--- src/rtl/latch_bank_wr_arb.sv ---
// Round-robin write arbiter/sequencer for a bank of level-sensitive D latches.
// Latency: grant edge to ack = SETUP_CYC+PULSE_CYC+HOLD_CYC+1 cycles; one IDLE cycle between grants.
// Backpressure: requesters hold req until their one-cycle ack; losers simply wait.
//
// Ports:
//   clk, rst_n        clock (rising edge), asynchronous active-low reset
//   req               per-requester write request (level)
//   req_addr/req_data per-requester address/data, requester i at [i*W +: W]
//   ack               one-cycle completion pulse to the granted requester
//   lat_d, lat_en     shared data bus and one-hot enables to the latch bank
//   busy              high whenever the sequencer is not IDLE
//   lat_q, wr_err     only with LATCH_WR_VERIFY_EN: latch readback and sticky
//                     write-verify error
module latch_bank_wr_arb #(
  parameter int NUM_REQ   = 4,
  parameter int DATA_W    = 8,
  parameter int DEPTH     = 4,
  parameter int ADDR_W    = 2,
  parameter int SETUP_CYC = 1,
  parameter int PULSE_CYC = 2,
  parameter int HOLD_CYC  = 1
) (
  input  logic                      clk,
  input  logic                      rst_n,
  input  logic [NUM_REQ-1:0]        req,
  input  logic [NUM_REQ*ADDR_W-1:0] req_addr,
  input  logic [NUM_REQ*DATA_W-1:0] req_data,
`ifdef LATCH_WR_VERIFY_EN
  input  logic [DEPTH*DATA_W-1:0]   lat_q,
  output logic                      wr_err,
`endif
  output logic [NUM_REQ-1:0]        ack,
  output logic [DATA_W-1:0]         lat_d,
  output logic [DEPTH-1:0]          lat_en,
  output logic                      busy
);

  localparam int IDX_W  = (NUM_REQ > 1) ? $clog2(NUM_REQ) : 1;
  localparam int MAXC_A = (SETUP_CYC > PULSE_CYC) ? SETUP_CYC : PULSE_CYC;
  localparam int MAXC   = (MAXC_A > HOLD_CYC) ? MAXC_A : HOLD_CYC;
  localparam int CNT_W  = (MAXC > 1) ? $clog2(MAXC) : 1;

  typedef enum logic [2:0] {IDLE, SETUP, PULSE, HOLD, DONE} state_t;

  state_t             state;
  logic [CNT_W-1:0]   cnt;
  logic [IDX_W-1:0]   rr_ptr;
  logic [IDX_W-1:0]   cap_idx;
  logic [ADDR_W-1:0]  cap_addr;
  logic [DATA_W-1:0]  cap_data;

  logic               any_req;
  logic [IDX_W-1:0]   win_idx;
  logic [DEPTH-1:0]   en_onehot;
  int                 scan;

  // First set request at or above rr_ptr, wrapping.
  always_comb begin
    any_req = 1'b0;
    win_idx = '0;
    scan    = 0;
    for (int i = 0; i < NUM_REQ; i++) begin
      scan = int'(rr_ptr) + i;
      if (scan >= NUM_REQ) scan = scan - NUM_REQ;
      if (!any_req && req[scan]) begin
        any_req = 1'b1;
        win_idx = IDX_W'(scan);
      end
    end
  end

  // Out-of-range addresses decode to no enable at all.
  always_comb begin
    en_onehot = '0;
    for (int j = 0; j < DEPTH; j++) begin
      if (int'(cap_addr) == j) en_onehot[j] = 1'b1;
    end
  end

  // Outputs are registered from the current state, so each output phase
  // trails the state by one edge but keeps the state's exact duration.
  always_ff @(posedge clk or negedge rst_n) begin
    if (!rst_n) begin
      state    <= IDLE;
      cnt      <= '0;
      rr_ptr   <= '0;
      cap_idx  <= '0;
      cap_addr <= '0;
      cap_data <= '0;
      ack      <= '0;
      lat_d    <= '0;
      lat_en   <= '0;
      busy     <= 1'b0;
`ifdef LATCH_WR_VERIFY_EN
      wr_err   <= 1'b0;
`endif
    end else begin
      ack <= '0;
      case (state)
        IDLE: begin
          lat_en <= '0;
          if (any_req) begin
            cap_idx  <= win_idx;
            cap_addr <= req_addr[win_idx*ADDR_W +: ADDR_W];
            cap_data <= req_data[win_idx*DATA_W +: DATA_W];
            cnt      <= '0;
            state    <= SETUP;
            busy     <= 1'b1;
          end else begin
            busy <= 1'b0;
          end
        end
        SETUP: begin
          lat_d  <= cap_data;
          lat_en <= '0;
          if (cnt == CNT_W'(SETUP_CYC - 1)) begin
            cnt   <= '0;
            state <= PULSE;
          end else begin
            cnt <= cnt + 1'b1;
          end
        end
        PULSE: begin
          lat_en <= en_onehot;
          if (cnt == CNT_W'(PULSE_CYC - 1)) begin
            cnt   <= '0;
            state <= HOLD;
          end else begin
            cnt <= cnt + 1'b1;
          end
        end
        HOLD: begin
          lat_en <= '0;
          if (cnt == CNT_W'(HOLD_CYC - 1)) begin
            cnt   <= '0;
            state <= DONE;
          end else begin
            cnt <= cnt + 1'b1;
          end
        end
        DONE: begin
          ack    <= NUM_REQ'(1) << cap_idx;
          rr_ptr <= (cap_idx == IDX_W'(NUM_REQ - 1)) ? '0 : cap_idx + 1'b1;
          state  <= IDLE;
          busy   <= 1'b0;
`ifdef LATCH_WR_VERIFY_EN
          if ((int'(cap_addr) < DEPTH) &&
              (lat_q[int'(cap_addr)*DATA_W +: DATA_W] != cap_data))
            wr_err <= 1'b1;
`endif
        end
        default: begin
          state  <= IDLE;
          lat_en <= '0;
          busy   <= 1'b0;
        end
      endcase
    end
  end

endmodule

--- config.mk ---
export PLATFORM = sky130hd
export DESIGN_NAME = latch_bank_wr_arb
export DESIGN_NICKNAME = d
export VERILOG_FILES = /design/src/rtl/latch_bank_wr_arb.sv
export SDC_FILE = /design/constraint.sdc
export NUM_CORES = 1
export LEC_CHECK = 0
export ABC_AREA = 1
export BUFFER_PORTS_ARGS = -buffer_cell sky130_fd_sc_hd__buf_4
export CAP_MARGIN = 20
export CORE_MARGIN = 2
export CORE_UTILIZATION = 47
export DETAILED_ROUTE_END_ITERATION = 12
export GPL_ROUTABILITY_DRIVEN = 0
export PLACE_DENSITY = 0.83
export SYNTH_ARGS = -nofsm -noshare
export SYNTH_HDL_FRONTEND = slang
export SYNTH_SLANG_ARGS = --single-unit
--- constraint.sdc ---
create_clock -name clk -period 1.8 [get_ports clk]
set_clock_uncertainty 0.05 [all_clocks]
set_input_delay 0.09 -clock clk [delete_from_list [all_inputs] [get_ports clk]]
set_output_delay 0.09 -clock clk [all_outputs]
set_load 0.01 [all_outputs]
==> results of run 1 <==
-- area by class of cell --
cell class              count  area (sq um)
flip-flops and latches     35           878
well taps                  52          65.1
clock inverters             3          67.6
multi-input cells         205          1170
inverters                  37           154
clock buffers               5          68.8
fillers                   357          1390
repair buffers             80           614
-- power by group through the flow --
stage | logic (W) | registers [W] | clock network (W)
after CTS | 0.00403 | 0.00142 | 0.000857
after global placement | 0.00354 | 0.00141 | 0
final | 0.00413 | 0.00143 | 0.000863
after floorplan | 0.00275 | 0.00137 | 0
after detailed placement | 0.00364 | 0.00142 | 0
after global routing | 0.00456 | 0.00146 | 0.000899
-- per-layer routing --
layer	routed length (microns)	share of wire
met4	62	0.011
met3	277	0.050
met2	2880	0.52
met1	2300	0.42
met5	0	0
-- registers in the layout, indices dropped and copies added, names as in the netlist --
name	flops
cap_addr	2
cnt	1
rr_ptr	2
state	3
cap_data	8
lat_en	4
cap_idx	2
busy	1
ack	4
lat_d	8
-- layout by cell type, fill, tap and decap left out, types with 5 or more instances in the layout --
cell type	instances
sky130_fd_sc_hd__nand4_1	6
sky130_fd_sc_hd__o21ai_0	6
sky130_fd_sc_hd__mux2_2	8
sky130_fd_sc_hd__buf_4	76
sky130_fd_sc_hd__nor2_1	11
sky130_fd_sc_hd__clkbuf_8	5
sky130_fd_sc_hd__nand2_1	89
sky130_fd_sc_hd__dfrtp_1	33
sky130_fd_sc_hd__nand3_1	22
sky130_fd_sc_hd__nand2_2	35
sky130_fd_sc_hd__inv_1	31
-- worst max-delay path, delay by kind of cell (launching register included) --
kind | cells | cell delay [ps]
DFF | 1 | 490
buffers and inverters | 2 | 340
and+or+nand+nor | 12 | 880
-- through the flow --
step	hold slack, ps	setup WS (ps)
floorplan	-256	51.9
global placement	7.07	-136
detailed placement	11.3	-220
CTS	58.4	-46.1
global route	74.5	-180
finish	56.2	-76.3
-- cells by family after synthesis --
family / after synthesis / share of synthesized area
compound gates: 13 / 0.0392
fa+ha+maj: 4 / 0.0231
buf+inv: 42 / 0.0940
flops: 35 / 0.404
mux: 8 / 0.0415
simple gates: 178 / 0.399
-- worst paths after layout --
kind / start / slack [ps] / cells after the start / endpoint
setup / recovery: rr_ptr[0]$_DFFE_PN0P_ / -80 / 14 / cap_addr[1]$_DFFE_PN0P_
hold / removal: req_data[15] / 60 / 5 / cap_data[7]$_DFFE_PN0P_
setup reg to reg: rr_ptr[0]$_DFFE_PN0P_ / -80 / 14 / cap_addr[1]$_DFFE_PN0P_
hold reg to reg: busy$_DFFE_PN0N_ / 450 / 2 / busy$_DFFE_PN0N_
max in group asynchronous: rst_n / 1150 / 2 / rr_ptr[0]$_DFFE_PN0P_
min in group asynchronous: rst_n / 210 / 2 / lat_d[1]$_DFFE_PN0P_
-- repair_timing --
item                                    in CTS  in global routing
endpoints found under the setup margin      16                 16
endpoints found under the hold margin       35                  0
resized for setup                           22                 12
hold buffers                                 1                  0
pin swaps                                   18                  8
cloned                                       2                  0
buffers inserted                             3                  1
==> reports/qor.log, run 1 <==
INFO  floorplanning  num_rows=24
INFO  global_route   first_global_vias=1984
INFO  critical_path  critical-path-slowest-cell=sky130_fd_sc_hd__dfrtp_2
INFO  finish         antenna-diode-count=0
INFO  synthesis      synth.yosys.warnings=0
INFO  global_route   grtUsageTotal=0.222
INFO  cts            clock_tree.buffer_depth=2
INFO  sta            timing.final.max_slew_violations=0
INFO  synthesis      synth_largest_area_cell=sky130_fd_sc_hd__dfrtp_1
INFO  synthesis      synth-edff-count=0
INFO  synthesis      synth_area=2170squm
INFO  sta            setup-violations-final=14
INFO  route          drc=0
INFO  power          p_per_area=2120nW/um^2
INFO  sta            rsz0062_at_grt=yes
INFO  synthesis      total_nets_after_synthesis=330
INFO  critical_path  startpoint_type=register
INFO  outcome        violations=setup timing
INFO  cts            cts-buffers-inserted=5
INFO  power          power.ir.vdd_worst=1450uV
INFO  sta            timing.slew.headroom=0.700
INFO  critical_path  crit_path_max_fanout=6
INFO  floorplanning  io-pin-count=63
INFO  sta            min_period_over_period=1.04
INFO  place          dpl-instance-area=2750squm
INFO  floorplanning  x_dimension_of_the_die=71.9microns
INFO  min_path       hp-class=input pin to register
INFO  route          total_via_count_in_the_routed_design=2100
INFO  critical_path  cp_data_arrival_time=2000ps
INFO  finish         areaGrowthSynthToFinish=39.3%
INFO  global_route   wire_length_of_the_first_global_routing_pass=8990microns
INFO  outcome        outcome=complete, but fails checks
INFO  sta            timing.final.hold_violations=0
INFO  sta            worst_slack=-76.3ps
INFO  place          port_buffers=62
INFO  critical_path  crit_path_end_kind=register
INFO  sta            timing.fmax=0.533GHz
INFO  cts            worst_skew_pair.late_latency=300ps
INFO  power          p_leak=1.67nW
INFO  finish         final_net_count=414
INFO  power          power.switching_fraction=0.473
INFO  run            cap_viol_max_count=0
INFO  finish         finalCoreUtilization=0.685
INFO  synthesis      synth.distinct_cells=25
INFO  sta            max_slew.worst_pin.slew=448ps
INFO  route          dr.pass1.iters=4
INFO  synthesis      yosys.cell_count.top_type=sky130_fd_sc_hd__nand2_1
INFO  critical_path  critical_path_required=1920ps
INFO  synthesis      synthesis.instances=280
INFO  finish         finish.cell_count_without_fillers=417
INFO  global_route   use_met1=0.259
INFO  cts            tritoncts_num_sinks=35
INFO  critical_path  crit_chain=buf_6, nand2_2, nand2_2, nand2_2, nand2_2, nand2_2, nand2_2, nand2_4, nand3_4, buf_4, nand2_1, nand2_1, nand2_1, nand3_1
INFO  synthesis      synth_top_area_share=0.404
INFO  synthesis      yosys_register_bits=35
INFO  route          totalWireLength=5520microns
INFO  place          final_hpwl_from_detailed_placement=3920microns
INFO  place          place_inst=403
INFO  power          total_switching_power=0.00304W
INFO  cts            cts_max_level=2
INFO  synthesis      dominantRegCellSynth=sky130_fd_sc_hd__dfrtp_1
INFO  global_route   grt_overflow_total=0
INFO  sta            post-route-min-period=1880ps
INFO  route          route.detailed.vias_per_inst=5.04
INFO  critical_path  critical_path.max_stage_delay=490ps
INFO  synthesis      yosysSeqAreaShare=0.404
INFO  cts            clock-root-buffer=sky130_fd_sc_hd__clkbuf_8
INFO  synthesis      post_synth.cell_area_avg=7.75squm
INFO  sta            setup_tns=-609ps
INFO  global_route   pin_count_of_the_biggest_net_entering_global_routing=36
INFO  cts            clock_transition_at_the_registers_of_the_reported_paths=90ps
INFO  power          comb_power_share=0.643
INFO  floorplanning  design.core.area=4410squm
INFO  synthesis      synth.top_cells.by_area=sky130_fd_sc_hd__dfrtp_1 40%, sky130_fd_sc_hd__nand2_1 18%, sky130_fd_sc_hd__nand3_1 5.5%, sky130_fd_sc_hd__inv_1 5.5%, sky130_fd_sc_hd__nand2_2 5.5%
INFO  finish         finish.instance_area=3020squm
INFO  power          internal_portion_of_total_power=0.00338W
INFO  power          pwr-share-seq=0.223
INFO  finish         layout-drive-gt1-share=0.427
INFO  floorplanning  initial_util=0.491
INFO  cts            cts_tree=done
INFO  route          detail-route-antenna-nets=0
INFO  synthesis      synth.top_cells.by_count=106 x sky130_fd_sc_hd__nand2_1, 35 x sky130_fd_sc_hd__dfrtp_1, 32 x sky130_fd_sc_hd__inv_1
INFO  floorplanning  die_h=71.9microns
INFO  global_route   grt_util_met2=0.417
INFO  critical_path  worst_path_most_repeated_cell=sky130_fd_sc_hd__nand2_2
INFO  power          power=0.00642W
INFO  global_route   grt.busiest_layer=met2
INFO  route          avgRoutedWirePerCell=13.2microns
INFO  synthesis      async_reset_ff_frac=1.00
INFO  power          clock_power_share=0.134
INFO  floorplanning  die_area=5180squm
INFO  route          initialDrtViolationCount=127
INFO  global_route   met3_usage=0.0458
INFO  global_route   antenna_violations_before_repair=0
INFO  critical_path  crit_type=register to register
Note: power is estimated with default switching activity, not from simulation.
==> run 2: changes to the inputs <==
Settings changed: SETUP_SLACK_MARGIN from default to 0.5.
==> reports/qor.log, run 2 (same netlist as run 1, synthesis figures left out) <==
INFO  outcome        outcome=complete, but fails checks
INFO  outcome        violations=setup timing
INFO  power          internal_portion_of_total_power=0.00325W
INFO  min_path       min_delay_path_depth=5
INFO  cts            cts_max_level=2
INFO  power          total_switching_power=0.00327W
INFO  critical_path  critical_path.n_buffers_inverters=2
INFO  place          final_hpwl_from_detailed_placement=3810microns
INFO  place          port_buffers=62
INFO  critical_path  cp_data_arrival_time=2060ps
INFO  cts            worst_skew_pair.late_latency=290ps
INFO  sta            setup-violations-final=12
INFO  sta            setup_tns=-873ps
INFO  finish         layout-drive-gt1-share=0.466
INFO  critical_path  critical-path-slowest-cell=sky130_fd_sc_hd__dfrtp_2
INFO  cts            tritoncts_num_sinks=35
INFO  global_route   pin_count_of_the_biggest_net_entering_global_routing=36
INFO  finish         finalCoreUtilization=0.704
INFO  cts            clock-root-buffer=sky130_fd_sc_hd__clkbuf_8
INFO  sta            timing.final.max_slew_violations=0
INFO  place          dpl-instance-area=2750squm
INFO  finish         antenna-diode-count=0
INFO  floorplanning  io-pin-count=63
INFO  critical_path  crit_path_end_kind=register
INFO  power          p_per_area=2100nW/um^2
INFO  sta            timing.final.hold_violations=0
INFO  critical_path  critical_path_required=1920ps
INFO  global_route   wire_length_of_the_first_global_routing_pass=9490microns
INFO  route          detail-route-antenna-nets=0
INFO  floorplanning  die_area=5180squm
INFO  sta            timing.fmax=0.516GHz
INFO  sta            post-route-min-period=1940ps
INFO  global_route   grtUsageTotal=0.237
INFO  floorplanning  die_h=71.9microns
INFO  finish         finish.instance_area=3110squm
INFO  critical_path  worstSetupPathDepth=12
INFO  power          power.ir.vdd_worst=1270uV
INFO  critical_path  crit_type=register to register
INFO  cts            cts-buffers-inserted=5
INFO  min_path       hp-class=input pin to register
INFO  route          avgRoutedWirePerCell=14.3microns
INFO  finish         final_net_count=420
INFO  power          clock_power_share=0.085
INFO  power          p_leak=1.70nW
INFO  power          power.switching_fraction=0.502
INFO  cts            clock_transition_at_the_registers_of_the_reported_paths=70ps
INFO  sta            worst_hold_slack=49.1ps
INFO  floorplanning  x_dimension_of_the_die=71.9microns
INFO  route          initialDrtViolationCount=194
INFO  finish         n_fill_cell=319
INFO  finish         layout.cells.most_common=sky130_fd_sc_hd__nand2_1
INFO  finish         layout.cells.most_common_list=88 x sky130_fd_sc_hd__nand2_1, 79 x sky130_fd_sc_hd__buf_4, 31 x sky130_fd_sc_hd__nand2_2
INFO  sta            rsz0062_at_grt=yes
INFO  finish         registers_with_the_most_flip_flops=cap_data x8, lat_d x8
INFO  power          pwr-share-seq=0.223
INFO  cts            clock_tree.buffer_depth=2
INFO  critical_path  crit_path_max_fanout=6
INFO  route          drc=0
INFO  floorplanning  initial_util=0.491
INFO  finish         areaGrowthSynthToFinish=43.2%
INFO  route          dr.pass1.iters=4
INFO  floorplanning  num_rows=24
INFO  route          total_via_count_in_the_routed_design=2200
INFO  critical_path  crit_chain=buf_6, nand2_2, nand2_2, nand2_4, nand2_4, nor2_8, nand3_4, nand3_4, buf_6, a21oi_1, nand2_1, nand3_1
INFO  sta            worst_slack=-139ps
INFO  critical_path  rr_worst_depth=12
INFO  power          comb_power_share=0.693
INFO  global_route   first_global_vias=2127
INFO  global_route   antenna_violations_before_repair=0
INFO  route          route.detailed.vias_per_inst=5.20
INFO  critical_path  critical_path.max_stage_delay=490ps
INFO  cts            cts_tree=done
INFO  sta            max_slew.worst_pin.slew=451ps
INFO  global_route   grt_overflow_total=0
INFO  critical_path  critPathTopFamily=simple AND/OR/NAND/NOR gates
INFO  sta            timing.slew.headroom=0.699
INFO  critical_path  startpoint_type=register
INFO  sta            min_period_over_period=1.08
INFO  floorplanning  design.core.area=4410squm
INFO  route          totalWireLength=6070microns
INFO  run            cap_viol_max_count=0
[run 2: worst paths after layout]
path	from	slack [ps]	to
setup / recovery	rr_ptr[0]$_DFFE_PN0P_	-140	cap_data[0]$_DFFE_PN0P_
hold / removal	req_data[15]	50	cap_data[7]$_DFFE_PN0P_
setup reg to reg	rr_ptr[0]$_DFFE_PN0P_	-140	cap_data[0]$_DFFE_PN0P_
hold reg to reg	lat_en[1]$_DFFE_PN0N_	440	lat_en[1]$_DFFE_PN0N_
max in group asynchronous	rst_n	1110	state[2]$_DFFE_PN0P_
min in group asynchronous	rst_n	240	state[0]$_DFFE_PN0P_
[run 2: through the flow]
step	worst slack (ps)	cells	power, W
floorplan	106	280	0.00422
global placement	-142	398	0.00495
detailed placement	-195	398	0.00503
CTS	-28.4	415	0.00604
global route	-207	423	0.00701
finish	-139	423	0.00652
[run 2: area by class of cell]
type | count | area, sq um | share of cell area
Clock buffer | 7 | 76.3 | 0.0246
Clock inverter | 1 | 5.00 | 0.00161
Inverter | 37 | 159 | 0.0511
Multi-Input combinational cell | 206 | 1260 | 0.406
Sequential cell | 35 | 882 | 0.284
Tap cell | 52 | 65.1 | 0.0209
Timing Repair Buffer | 85 | 659 | 0.212
[run 2: power groups by stage]
stage	clock [W]	combinational, W	sequential [W]
final	0.000553	0.00452	0.00145
after global routing	0.000587	0.00492	0.00150
after CTS	0.000556	0.00406	0.00142
after detailed placement	0	0.00361	0.00142
after global placement	0	0.00354	0.00141
after floorplan	0	0.00284	0.00138
[run 2: routing by layer]
| layer | vias to the layer above | global-route usage | routed length [microns] |
|---|---|---|---|
| met5 | - | 0 | 0 |
| met4 | 0 | 0.0943 | 111 |
| met3 | 15 | 0.0458 | 345 |
| met2 | 88 | 0.425 | 3170 |
| met1 | 1033 | 0.277 | 2440 |
| li1 | 1064 | - | - |
[run 2: worst reg2reg max path: stages (launching register included)]
cell                      delay [ps]
sky130_fd_sc_hd__dfrtp_2         490
sky130_fd_sc_hd__buf_6           170
sky130_fd_sc_hd__nand2_2          70
sky130_fd_sc_hd__nand2_2          70
sky130_fd_sc_hd__nand2_4          70
sky130_fd_sc_hd__nand2_4          60
sky130_fd_sc_hd__nor2_8          110
sky130_fd_sc_hd__nand3_4         130
sky130_fd_sc_hd__nand3_4         170
sky130_fd_sc_hd__buf_6           160
sky130_fd_sc_hd__a21oi_1          80
sky130_fd_sc_hd__nand2_1          90
sky130_fd_sc_hd__nand3_1          90
[run 2: timing repair]
action / 4_1_cts / 5_1_grt
cloned: 3 / 1
hold buffers: 1 / 0
gates resized for setup: 23 / 26
buffers inserted: 5 / 7
pin swaps: 16 / 9
setup endpoints to repair: 30 / 30
endpoints found under the hold margin: 35 / 0
==> run 3: changes to the inputs <==
Settings changed: BUFFER_PORTS_ARGS -buffer_cell sky130_fd_sc_hd__buf_4 to -buffer_cell sky130_fd_sc_hd__buf_2, GPL_TIMING_DRIVEN from default to 0.
==> reports/qor.log, run 3 (same netlist as run 1, synthesis figures left out) <==
INFO  outcome        outcome=complete, but fails checks
INFO  outcome        violations=setup timing
INFO  floorplanning  initial_util=0.491
INFO  run            cap_viol_max_count=0
INFO  finish         final_net_count=421
INFO  finish         layout.cells.most_common_list=83 x sky130_fd_sc_hd__nand2_1, 63 x sky130_fd_sc_hd__buf_2, 32 x sky130_fd_sc_hd__dfrtp_1
INFO  power          power.ir.vdd_worst=1320uV
INFO  critical_path  cp_data_arrival_time=2140ps
INFO  sta            setup-violations-final=12
INFO  critical_path  critPathTopFamily=simple AND/OR/NAND/NOR gates
INFO  sta            rsz0062_at_grt=yes
INFO  global_route   wire_length_of_the_first_global_routing_pass=9780microns
INFO  global_route   first_global_vias=2220
INFO  critical_path  worst_path_most_repeated_cell=sky130_fd_sc_hd__nand2_2
INFO  sta            min_period_over_period=1.12
INFO  route          drc=0
INFO  critical_path  critical_path.max_stage_delay=370ps
INFO  floorplanning  die_area=5180squm
INFO  route          route.detailed.vias_per_inst=5.27
INFO  finish         areaGrowthSynthToFinish=43.4%
INFO  floorplanning  io-pin-count=63
INFO  place          final_hpwl_from_detailed_placement=3650microns
INFO  floorplanning  die_h=71.9microns
INFO  critical_path  crit_path_max_fanout=6
INFO  route          dr.pass1.iters=4
INFO  sta            max_slew.worst_pin.slew=766ps
INFO  finish         registers_with_the_most_flip_flops=cap_data x8, lat_d x8
INFO  critical_path  crit_chain=buf_6, inv_4, nand2_2, nand2_2, nand2_2, nand2_4, nor2_8, nand3_4, nand3_4, inv_6, buf_12, nand2_2, nand2_1, nand2_1, nand3_1
INFO  cts            clock_transition_at_the_registers_of_the_reported_paths=70ps
INFO  route          totalWireLength=6450microns
INFO  finish         layout-drive-gt1-share=0.497
INFO  critical_path  crit_path_end_kind=register
INFO  route          initialDrtViolationCount=183
INFO  sta            timing.final.hold_violations=0
INFO  cts            worst_skew_pair.late_latency=300ps
INFO  cts            clock-root-buffer=sky130_fd_sc_hd__clkbuf_8
INFO  sta            worst_hold_slack=48.8ps
INFO  global_route   antenna_violations_before_repair=0
INFO  sta            timing.slew.headroom=0.489
INFO  finish         antenna-diode-count=0
INFO  sta            post-route-min-period=2020ps
INFO  route          detail-route-antenna-nets=0
INFO  sta            setup_tns=-1160ps
INFO  place          port_buffers=62
INFO  finish         layout.cells.most_common=sky130_fd_sc_hd__nand2_1
INFO  cts            cts_max_level=2
INFO  route          total_via_count_in_the_routed_design=2235
INFO  floorplanning  design.core.area=4410squm
INFO  global_route   grt_overflow_total=0
INFO  sta            timing.fmax=0.494GHz
INFO  cts            clock_tree.buffer_depth=2
INFO  critical_path  critical_path.n_buffers_inverters=4
INFO  critical_path  crit_type=register to register
INFO  critical_path  critical_path_required=1920ps
INFO  cts            cts_tree=done
INFO  route          avgRoutedWirePerCell=15.2microns
INFO  min_path       hp-class=input pin to register
INFO  global_route   pin_count_of_the_biggest_net_entering_global_routing=36
INFO  critical_path  startpoint_type=register
INFO  sta            worst_slack=-223ps
INFO  cts            cts-buffers-inserted=5
INFO  power          p_per_area=2350nW/um^2
INFO  critical_path  critical-path-slowest-cell=sky130_fd_sc_hd__dfrtp_1
INFO  sta            timing.final.max_slew_violations=0
INFO  power          p_leak=1.71nW
INFO  cts            tritoncts_num_sinks=35
INFO  floorplanning  num_rows=24
INFO  floorplanning  x_dimension_of_the_die=71.9microns
INFO  global_route   grtUsageTotal=0.243
==> run 3: repair_timing <==
item	in CTS	in global routing
hold buffers	1	0
setup buffers	12	2
setup endpoints to repair	30	30
pin swaps	18	17
endpoints found under the hold margin	35	0
resized for setup	36	43
gates cloned	7	0
==> run 3: tightest hold or removal path: cells and delay by family <==
family	cells	cell delay, ps
buffers and inverters	1	80
and+or+nand+nor	4	180
==> run 3: final timing paths <==
path | slack, ps | to | startpoint | cells past startpoint
worst max-delay path | -220 | cap_addr[1]$_DFFE_PN0P_ | rr_ptr[0]$_DFFE_PN0P_ | 15
worst min-delay path | 50 | cap_data[3]$_DFFE_PN0P_ | req_data[3] | 5
worst min register to register | 440 | lat_en[2]$_DFFE_PN0N_ | lat_en[2]$_DFFE_PN0N_ | 1
worst max register to register | -220 | cap_addr[1]$_DFFE_PN0P_ | rr_ptr[0]$_DFFE_PN0P_ | 15
max in group asynchronous | 810 | state[0]$_DFFE_PN0P_ | rst_n | 2
min in group asynchronous | 350 | lat_d[6]$_DFFE_PN0P_ | rst_n | 2
==> run 3: routing by layer <==
metal	GRT usage	part of all wire	up-vias	routed length (microns)
li1	-	-	1070	-
met1	0.281	0.39	1052	2530
met2	0.430	0.53	93	3390
met3	0.0569	0.057	20	370
met4	0.105	0.026	0	165
met5	0	0	-	0
==> run 3: final cells by class <==
| class | count | area (sq um) |
|---|---|---|
| buffer | 5 | 65.1 |
| clock buffer | 7 | 76.3 |
| clock inverter | 1 | 5.00 |
| fill | 299 | 1300 |
| inverter | 37 | 164 |
| multi-input combinational | 205 | 1350 |
| sequential | 35 | 880 |
| tap | 52 | 65.1 |
| timing repair buffer | 81 | 499 |
| timing repair inverter | 1 | 6.26 |
==> run 3: report_power, final <==
| part | switching (W) | total [W] | internal, W | leakage, nW |
|---|---|---|---|---|
| registers | 0.000297 | 0.00143 | 0.00113 | 0.441 |
| clock network | 0.000293 | 0.000564 | 0.000272 | 0.0422 |
| logic | 0.00308 | 0.00531 | 0.00223 | 1.23 |
==> run 3: stage by stage <==
step	cells	setup slack (ps)	util	total power [W]	cell area, sq um
2_1_floorplan	280	106	-	0.00422	2210
3_3_place_gp	394	-65.2	0.586	0.00490	2590
3_5_place_dp	394	-87.5	0.586	0.00501	2590
4_1_cts	422	-39.1	0.667	0.00652	2950
5_1_grt	424	-301	0.705	0.00780	3110
6_report	424	-223	0.705	0.00731	3110
